File: src/rtl/pixel_clip_fifo.sv
// pixel_clip_fifo: clips signed pixel requests to the screen, buffers survivors, strobes them to vga_adapter.
// Ports: clock/resetn (async active-low); start begins a shape; hold stalls the output side;
// in_valid/in_ready/in_x/in_y/in_colour/in_last form the request handshake; vga_x/vga_y/vga_colour/vga_plot
// drive the adapter; done is set once the last pixel has drained; clipped_count counts discarded pixels
// (saturating); level is the FIFO occupancy.
module pixel_clip_fifo #(
    parameter int DEPTH   = 16,
    parameter int COORD_W = 9,
    parameter int X_MAX   = 159,
    parameter int Y_MAX   = 119
) (
    input  logic                       clock,
    input  logic                       resetn,
    input  logic                       start,
    input  logic                       hold,
    input  logic                       in_valid,
    output logic                       in_ready,
    input  logic signed [COORD_W-1:0]  in_x,
    input  logic signed [COORD_W-1:0]  in_y,
    input  logic [2:0]                 in_colour,
    input  logic                       in_last,
    output logic [7:0]                 vga_x,
    output logic [6:0]                 vga_y,
    output logic [2:0]                 vga_colour,
    output logic                       vga_plot,
    output logic                       done,
    output logic [15:0]                clipped_count,
    output logic [$clog2(DEPTH):0]     level
);
    localparam int AW = $clog2(DEPTH);
    localparam logic signed [COORD_W-1:0] XM = COORD_W'(X_MAX);
    localparam logic signed [COORD_W-1:0] YM = COORD_W'(Y_MAX);
    typedef enum logic [1:0] {IDLE, RUN, DRAIN, DONE} state_t;
    state_t state, state_nx;
    logic [17:0] mem [DEPTH];
    logic [AW-1:0] wr_ptr, rd_ptr;
    logic acc, on_screen, push, pop, restart;
    assign in_ready  = (state == RUN) && (level < (AW+1)'(DEPTH));
    assign acc       = in_valid && in_ready;
    // sign bit clear means >= 0; upper bound is a signed compare at full coordinate width
    assign on_screen = !in_x[COORD_W-1] && !in_y[COORD_W-1] && (in_x <= XM) && (in_y <= YM);
    assign push      = acc && on_screen;
    assign pop       = !hold && (level != '0);
    assign restart   = start && (state == IDLE || state == DONE);
    assign done      = (state == DONE);
    always_comb begin
        state_nx = state;
        case (state)
            IDLE:  state_nx = start ? RUN : IDLE;
            RUN:   state_nx = (acc && in_last) ? DRAIN : RUN;
            DRAIN: state_nx = (level == '0) ? DONE : DRAIN;
            DONE:  state_nx = start ? RUN : DONE;
            default: state_nx = IDLE;
        endcase
    end
    always_ff @(posedge clock) begin
        if (push) mem[wr_ptr] <= {in_x[7:0], in_y[6:0], in_colour};
    end
    always_ff @(posedge clock or negedge resetn) begin
        if (!resetn) begin
            state         <= IDLE;
            wr_ptr        <= '0;
            rd_ptr        <= '0;
            level         <= '0;
            clipped_count <= '0;
            vga_x         <= '0;
            vga_y         <= '0;
            vga_colour    <= '0;
            vga_plot      <= 1'b0;
        end else begin
            state    <= state_nx;
            vga_plot <= pop;
            level    <= level + {{AW{1'b0}}, push} - {{AW{1'b0}}, pop};
            if (push) wr_ptr <= wr_ptr + 1'b1;
            if (pop) begin
                rd_ptr <= rd_ptr + 1'b1;
                {vga_x, vga_y, vga_colour} <= mem[rd_ptr];
            end
            if (restart) clipped_count <= '0;
            else if (acc && !on_screen && clipped_count != 16'hFFFF) clipped_count <= clipped_count + 1'b1;
        end
    end
endmodule

File: config.mk
export PLATFORM = sky130hd
export DESIGN_NAME = pixel_clip_fifo
export DESIGN_NICKNAME = d
export VERILOG_FILES = /design/src/rtl/pixel_clip_fifo.sv
export SDC_FILE = /design/constraint.sdc
export NUM_CORES = 1
export LEC_CHECK = 0
export BUFFER_PORTS_ARGS = -buffer_cell sky130_fd_sc_hd__buf_2
export CAP_MARGIN = 40
export CORE_MARGIN = 4
export CORE_UTILIZATION = 60
export DETAILED_ROUTE_END_ITERATION = 7
export GPL_ROUTABILITY_DRIVEN = 0
export PLACE_DENSITY = 0.78
export SYNTH_ARGS = -nofsm -noshare
export SYNTH_HDL_FRONTEND = slang
export SYNTH_SLANG_ARGS = --single-unit
File: constraint.sdc
create_clock -name clock -period 4.1 [get_ports clock]
set_input_delay 0.205 -clock clock [delete_from_list [all_inputs] [get_ports clock]]
set_output_delay 0.205 -clock clock [all_outputs]
set_load 0.02 [all_outputs]
==> summary.md, run 1 <==
| Metric | Value |
|---|---|
| Share of layout cells above drive strength 1 | `0.287` |
| Met3 usage | `0.0443` |
| Internal | `6940 uW` |
| Area of the multi-input gates | `3320 um^2` |
| Worst reg2reg path startpoint | `level[2]` |
| Clock Latency Late Sink | `0.51 ns` |
| HP Class | `input pin to register` |
| Tot GR Track Use | `0.248` |
| Vias | `7153` |
| Global route hottest layer | `met2` |
| RSZ-0062 raised after global routing | `no` |
| Crit path launch | `level[2]` |
| Hpwl dp | `16900 um` |
| P&R area growth vs syn | `14.7%` |
| IO buf count | `68` |
| Syn Inst Count | `695` |
| Synth Register Bits | `338` |
| Final setup violation count | `0` |
| Most frequent cells in the layout | `edfxtp_1 (288), mux4_2 (69), buf_2 (68), dfrtp_1 (47), clkbuf_16 (37)` |
| Synthesized area | `13500 um^2` |
| Worst Min Path Start | `start` |
| Crit path launch type | `register` |
| CTS clk-pin slew, worst paths | `0.06 ns` |
| Max VDD drop | `457 uV` |
| Final Cycle Share | `0.826` |
| Pleak | `0.00535 uW` |
| Syn_nets | `739` |
| Seq. cell area | `9910 um^2` |
| Ports | `69` |
| Routed wire per std cell | `27.1 um` |
| Setup TNS | `0 ns` |
| Crit path DAT | `3.82 ns` |
| First-pass GRT wire length | `45100 um` |
| Antenna Nets Post-Route | `0` |
| Inserted Diodes | `0` |
| Via density | `6.54` |
| Max Cap Violations | `0` |
| Worst slew pin tran | `0.802 ns` |
| CTS max path bufs | `3` |
| Cts hold-fix bufs | `2` |
| Sequential share of power | `0.441` |
| Slew Viols, Final | `0` |
| Ys Warns | `0` |
| Worst endpoint required time | `4.53 ns` |
| GR met2 Demand/Resource | `0.419` |
| Clock power frac | `0.324` |
| Peak Freq | `0.295 GHz` |
| Post-CTS Resized | `0` |
| Sequential area share after synthesis | `0.735` |
| Comb power frac | `0.235` |
| Number of flops mapped to enable cells by yosys | `288` |
| CP Capture Type | `register` |
| Routing usage on met1 | `0.343` |
| Total Routed Length | `29700 um` |
| Setup bufs post-CTS | `0` |
| Worst-path fanout max | `24` |
| CTS Sinks | `338` |
| CTS tree | `done` |
| Largest net degree at the start of global routing | `51` |
| H-tree levels | `2` |
| Rows | `54` |
| Root buf cell | `clkbuf_16` |
| Crit Path Class | `register to register` |
| Switching pwr | `2800 uW` |
| DIE WIDTH | `158 um` |
| CTS Buf Count | `35` |
| Nets@finish | `832` |
| Remaining global-route overflow | `0` |
| CORE AREA | `22000 um^2` |
| Hold slack | `0.0224 ns` |
| Die area | `24900 um^2` |
| FFs w/ async S/R, synth | `0.148` |
| Cell variety after synth | `49` |
| Status | `complete, no violations` |
| First DRT Iteration DRCs | `647` |
| DRC | `0` |
| Fillers | `1314` |
| Initial antenna violation count | `1` |
| Max_slew headroom | `0.465` |
| Fin Clk Skew | `0.0126 ns` |
| Most used DFF post-synth | `edfxtp_1` |
| Vias in the first global route | `7371` |
| Hold violation count in the final report | `0` |
| Final min period | `3.39 ns` |
| Switching Share | `0.288` |
| Overall die height | `158 um` |
| Syn avg cell area | `19.4 um^2` |
| Pwr Density | `631 nW/um^2` |
| Most common cell after layout, fill and taps aside | `edfxtp_1` |
| Starting Density | `0.613` |
| Pre-antenna DRT Iters | `6` |
-- synthesized netlist by cell type, types with 3 or more instances --
| cell | instances | area share |
|---|---|---|
| nor4_1 | 6 | 0.0028 |
| mux4_2 | 69 | 0.12 |
| nand3_1 | 7 | 0.0026 |
| mux4_1 | 3 | 0.0059 |
| and3_1 | 3 | 0.0014 |
| clkbuf_1 | 12 | 0.0033 |
| a211oi_1 | 3 | 0.0017 |
| nand4_1 | 8 | 0.0037 |
| and4_1 | 7 | 0.0046 |
| nand2_1 | 28 | 0.0078 |
| edfxtp_1 | 288 | 0.64 |
| or4_1 | 12 | 0.0067 |
| dfrtp_1 | 50 | 0.093 |
| buf_2 | 15 | 0.0056 |
| buf_6 | 4 | 0.0033 |
| nor3_1 | 3 | 0.0011 |
| nor2_1 | 6 | 0.0017 |
| o21ai_0 | 4 | 0.0015 |
| a21oi_1 | 17 | 0.0063 |
| a22oi_1 | 15 | 0.0084 |
| inv_1 | 20 | 0.0056 |
| buf_4 | 5 | 0.0028 |
| ha_1 | 16 | 0.015 |
| xor2_1 | 3 | 0.0020 |
| a21o_1 | 3 | 0.0017 |
| mux2i_1 | 18 | 0.013 |
| o211ai_1 | 16 | 0.0089 |
| xnor2_1 | 7 | 0.0046 |
| and2_1 | 8 | 0.0037 |
| o31ai_1 | 12 | 0.0067 |
-- final cells by class --
type / instances / share of cell area
repair buffers: 94 / 0.0407
flip-flops and latches: 338 / 0.642
inverters: 20 / 0.00486
well taps: 280 / 0.0227
multi-input cells: 299 / 0.215
clock buffers: 44 / 0.0636
clock inverters: 19 / 0.0116
-- flip-flops by register name (all words and copies together), names as in the netlist --
register / count
mem: 288
clipped_count: 16
vga_x: 8
vga_y: 7
level: 5
rd_ptr: 4
wr_ptr: 4
vga_colour: 3
state: 2
vga_plot: 1
-- routing by layer --
| layer | routed length [um] | share of wire |
|---|---|---|
| met2 | 15400 | 0.52 |
| met5 | 13 | 0.00044 |
| met1 | 11500 | 0.39 |
| met4 | 564 | 0.019 |
| met3 | 2230 | 0.075 |
-- worst paths after layout --
path	end	slack, ns	cells after the start
setup / recovery	level[4]	0.71	14
hold / removal	state[0]	0.02	3
hold reg to reg	vga_y[2]	0.48	1
min in group asynchronous	clipped_count[14]	0.35	3
setup reg to reg	level[4]	0.71	14
max in group asynchronous	rd_ptr[0]	3.17	3
-- per-stage QoR --
stage	setup WS (ns)	power, uW	area (um^2)	cells	util
after floorplan	0.684	5930	13500	695	-
after global placement	0.814	6510	14100	1022	0.644
after detailed placement	0.766	6650	14300	1029	0.650
after CTS	0.714	9820	15400	1094	0.703
after global routing	0.399	10200	15400	1094	0.703
final	0.715	9740	15400	1094	0.703
-- logic make-up after synthesis --
| kind of cell | Yosys count | share of synthesized area |
|---|---|---|
| flip-flops | 338 | 0.735 |
| AND/OR/NAND/NOR | 102 | 0.0443 |
| multiplexers | 92 | 0.136 |
| AO/OA/AOI/OAI | 78 | 0.0400 |
| buffers and inverters | 58 | 0.0213 |
| adder cells (fa/ha/maj) | 17 | 0.0164 |
| XOR/XNOR | 10 | 0.00650 |
-- power by group through the flow --
stage | logic, uW | registers (uW) | clock network [uW]
after floorplan | 1690 | 4240 | 0
after global placement | 2000 | 4500 | 0
after detailed placement | 2280 | 4360 | 0
after CTS | 2310 | 4300 | 3210
after global routing | 2460 | 4330 | 3360
final | 2290 | 4290 | 3160
-- critical path, cell delays in order, from the launching register on --
cell	delay [ns]
dfrtp_1	0.40
inv_1	0.10
ha_1	0.14
nor4b_2	0.41
or2_2	0.58
inv_1	0.25
ha_1	0.34
inv_1	0.06
ha_1	0.15
inv_1	0.06
fa_1	0.40
inv_1	0.07
a21oi_1	0.06
o21bai_1	0.15
xnor2_1	0.13
(Power assumes the default switching activity.)
==> run 2: changes to the inputs <==
==> constraint.sdc (replaced) <==
create_clock -name clock -period 3.3 [get_ports clock]
set_input_delay 0.165 -clock clock [delete_from_list [all_inputs] [get_ports clock]]
set_output_delay 0.165 -clock clock [all_outputs]
set_load 0.02 [all_outputs]
==> summary.md, run 2 (same netlist as run 1, synthesis figures left out) <==
| Metric | Value |
|---|---|
| Largest regs | `mem x288, clipped_count x16, vga_x x8` |
| Most used cell, CP | `inv_1` |
| DIE WIDTH | `158 um (unchanged)` |
| Slowest CP cell | `dfrtp_1` |
| Via density | `6.51 (-0.37%)` |
| IO buf count | `68 (unchanged)` |
| Share of layout cells above drive strength 1 | `0.290 (+0.00242)` |
| First DRT Iteration DRCs | `589 (-9.0%)` |
| Post-CTS Resized | `0 (unchanged)` |
| Max incr delay on CP | `0.41 ns (-0.17 ns)` |
| Worst slew pin tran | `0.857 ns (+0.0551 ns)` |
| Pleak | `0.00537 uW (+0.35%)` |
| Non-Filler Instances | `1101 (+0.64%)` |
| Starting Density | `0.613 (unchanged)` |
| Placement Cell Area | `14300 um^2 (+0.12%)` |
| Critical-path cell list | `inv_1 -> ha_1 -> and3b_1 -> and4_1 -> inv_1 -> ha_1 -> inv_1 -> ha_1 -> inv_1 -> fa_1 -> inv_1 -> a21oi_1 -> o21bai_1 -> xnor2_1` |
| Total Routed Length | `30300 um (+2.0%)` |
| Crit Path Class | `register to register` |
| Tot GR Track Use | `0.251 (+0.00378)` |
| Max_slew headroom | `0.428 (-0.0368)` |
| Final setup violation count | `0 (unchanged)` |
| HP Class | `input pin to asynchronous set/reset pin` |
| P&R area growth vs syn | `14.9%` |
| Crit path launch | `state[1]` |
| Final min period | `2.97 ns (-0.413 ns)` |
| Largest register by flop count | `mem` |
| Hpwl dp | `17000 um (+0.69%)` |
| Root buf cell | `clkbuf_16` |
| Crit path launch type | `register` |
| Antenna Nets Post-Route | `0 (unchanged)` |
| Most frequent cells in the layout | `edfxtp_1 (288), mux4_2 (69), buf_2 (68), dfrtp_1 (47), clkbuf_16 (37)` |
| FF-to-FF setup slack | `0.33 ns (-0.39 ns)` |
| CTS clk-pin slew, worst paths | `0.06 ns (about the same)` |
| Slew Viols, Final | `0 (unchanged)` |
| Rows | `54 (unchanged)` |
| Pre-antenna DRT Iters | `5 (-1)` |
| Routed wire per std cell | `27.5 um (+1.4%)` |
| Remaining global-route overflow | `0 (unchanged)` |
| CORE AREA | `22000 um^2 (unchanged)` |
| Most common cell after layout, fill and taps aside | `edfxtp_1` |
| DRC | `0 (unchanged)` |
| Pwr Density | `779 nW/um^2 (+24%)` |
| Fin area | `15500 um^2 (+0.17%)` |
| Vias in the first global route | `7547 (+2.4%)` |
| CTS tree | `done` |
| Peak Freq | `0.336 GHz (+14%)` |
| First-pass GRT wire length | `45900 um (+1.6%)` |
| Initial antenna violation count | `0 (-1)` |
| Die area | `24900 um^2 (unchanged)` |
| Clock Latency Late Sink | `0.51 ns (about the same)` |
| Overall die height | `158 um (unchanged)` |
| CP Capture Type | `register` |
| Ports | `69 (unchanged)` |
| CTS Buf Count | `34 (-2.9%)` |
| Worst r2r dst | `level[4]` |
| RSZ-0062 raised after global routing | `no` |
| Crit path DAT | `3.40 ns (-0.42 ns)` |
| CTS Sinks | `338 (unchanged)` |
| CTS max path bufs | `3 (unchanged)` |
| Max VDD drop | `491 uV (+7.5%)` |
| Number of flip-flops in the largest register | `288 (unchanged)` |
| Worst-path fanout max | `7 (-71%)` |
| H-tree levels | `2 (unchanged)` |
| Fin Clk Skew | `0.0169 ns (+0.00433 ns)` |
| Inserted Diodes | `0 (unchanged)` |
| Worst setup endpoint | `level[4]` |
| Fin util | `0.705 (+0.00120)` |
| Hold slack | `0.0152 ns (-0.00713 ns)` |
| Status | `complete, no violations` |
| Worst endpoint required time | `3.73 ns (-0.80 ns)` |
| Hold violation count in the final report | `0 (unchanged)` |
| Final Cycle Share | `0.901 (+0.0751)` |
| Largest net degree at the start of global routing | `57 (+12%)` |
| Max Cap Violations | `0 (unchanged)` |
| Nets@finish | `841 (+1.1%)` |
| Worst reg2reg path startpoint | `state[1]` |
| R2R cell count | `14 (unchanged)` |
| Vias | `7172 (+0.27%)` |
| Placed insts | `1037 (+0.78%)` |
run 2: changes by cell type in the layout (fill, tap and decap cells not counted), sizes merged:
cell         change
clkinvlp         +2
buf              +9
dlygate4sd3      +1
clkinv           -3
clkbuf           -3
bufinv           +1
run 2: metal layers:
metal  vias up  global-route usage  share of wire
li1       3049                   -              -
met3        59              0.0522          0.074
met4         0              0.0811          0.028
met1      3747               0.334           0.38
met5         -                   0              0
met2       317               0.424           0.52
run 2: metrics by stage:
step	worst slack [ns]	TNS (ns)	power (uW)
final	0.328	0	12100
after global routing	0.117	0	12600
after CTS	0.338	0	12100
after detailed placement	0.359	0	8200
after global placement	0.547	0	8060
after floorplan	-0.116	-8.35	7370
run 2: how the worst min path moves through the flow:
stage | start | to | slack (ns) | cells after the start
4_1_cts | in_y[4] | mem[3][7] | 0.02 | 1
5_1_grt | in_x[4] | mem[12][14] | 0.03 | 1
3_3_place_gp | resetn | clipped_count[15] | 0.30 | 1
2_1_floorplan | resetn | clipped_count[0] | -0.13 | 0
6_report | resetn | clipped_count[10] | 0.02 | 2
3_5_place_dp | resetn | clipped_count[14] | 0.31 | 1
run 2: timing repair:
action                    4_1_cts  5_1_grt
hold endpoints to repair       37        0
buffers inserted                0        0
hold buffers                    3        0
run 2: final cells by class:
cell class	count	area (um^2)
Sequential cell	338	9910
Fill cell	1252	6490
Multi-Input combinational cell	299	3320
Clock buffer	41	941
Timing Repair Buffer	104	676
Tap cell	280	350
Clock inverter	19	199
Inverter	20	75.1
run 2: critical path: cells and delay by family, from the launching register on:
family,cells,cell delay (ns)
buffers and inverters,5,0.48
xor gates and xnor gates,1,0.14
adders and majority gates,4,1.08
AOI/OAI and AO/OA,2,0.24
and+or+nand+nor,2,0.52
DFF,1,0.41
run 2: power breakdown:
| part | total, uW | switching, uW | internal (uW) |
|---|---|---|---|
| logic | 2950 | 1540 | 1410 |
| clock network | 3910 | 1570 | 2350 |
| registers | 5190 | 323 | 4870 |
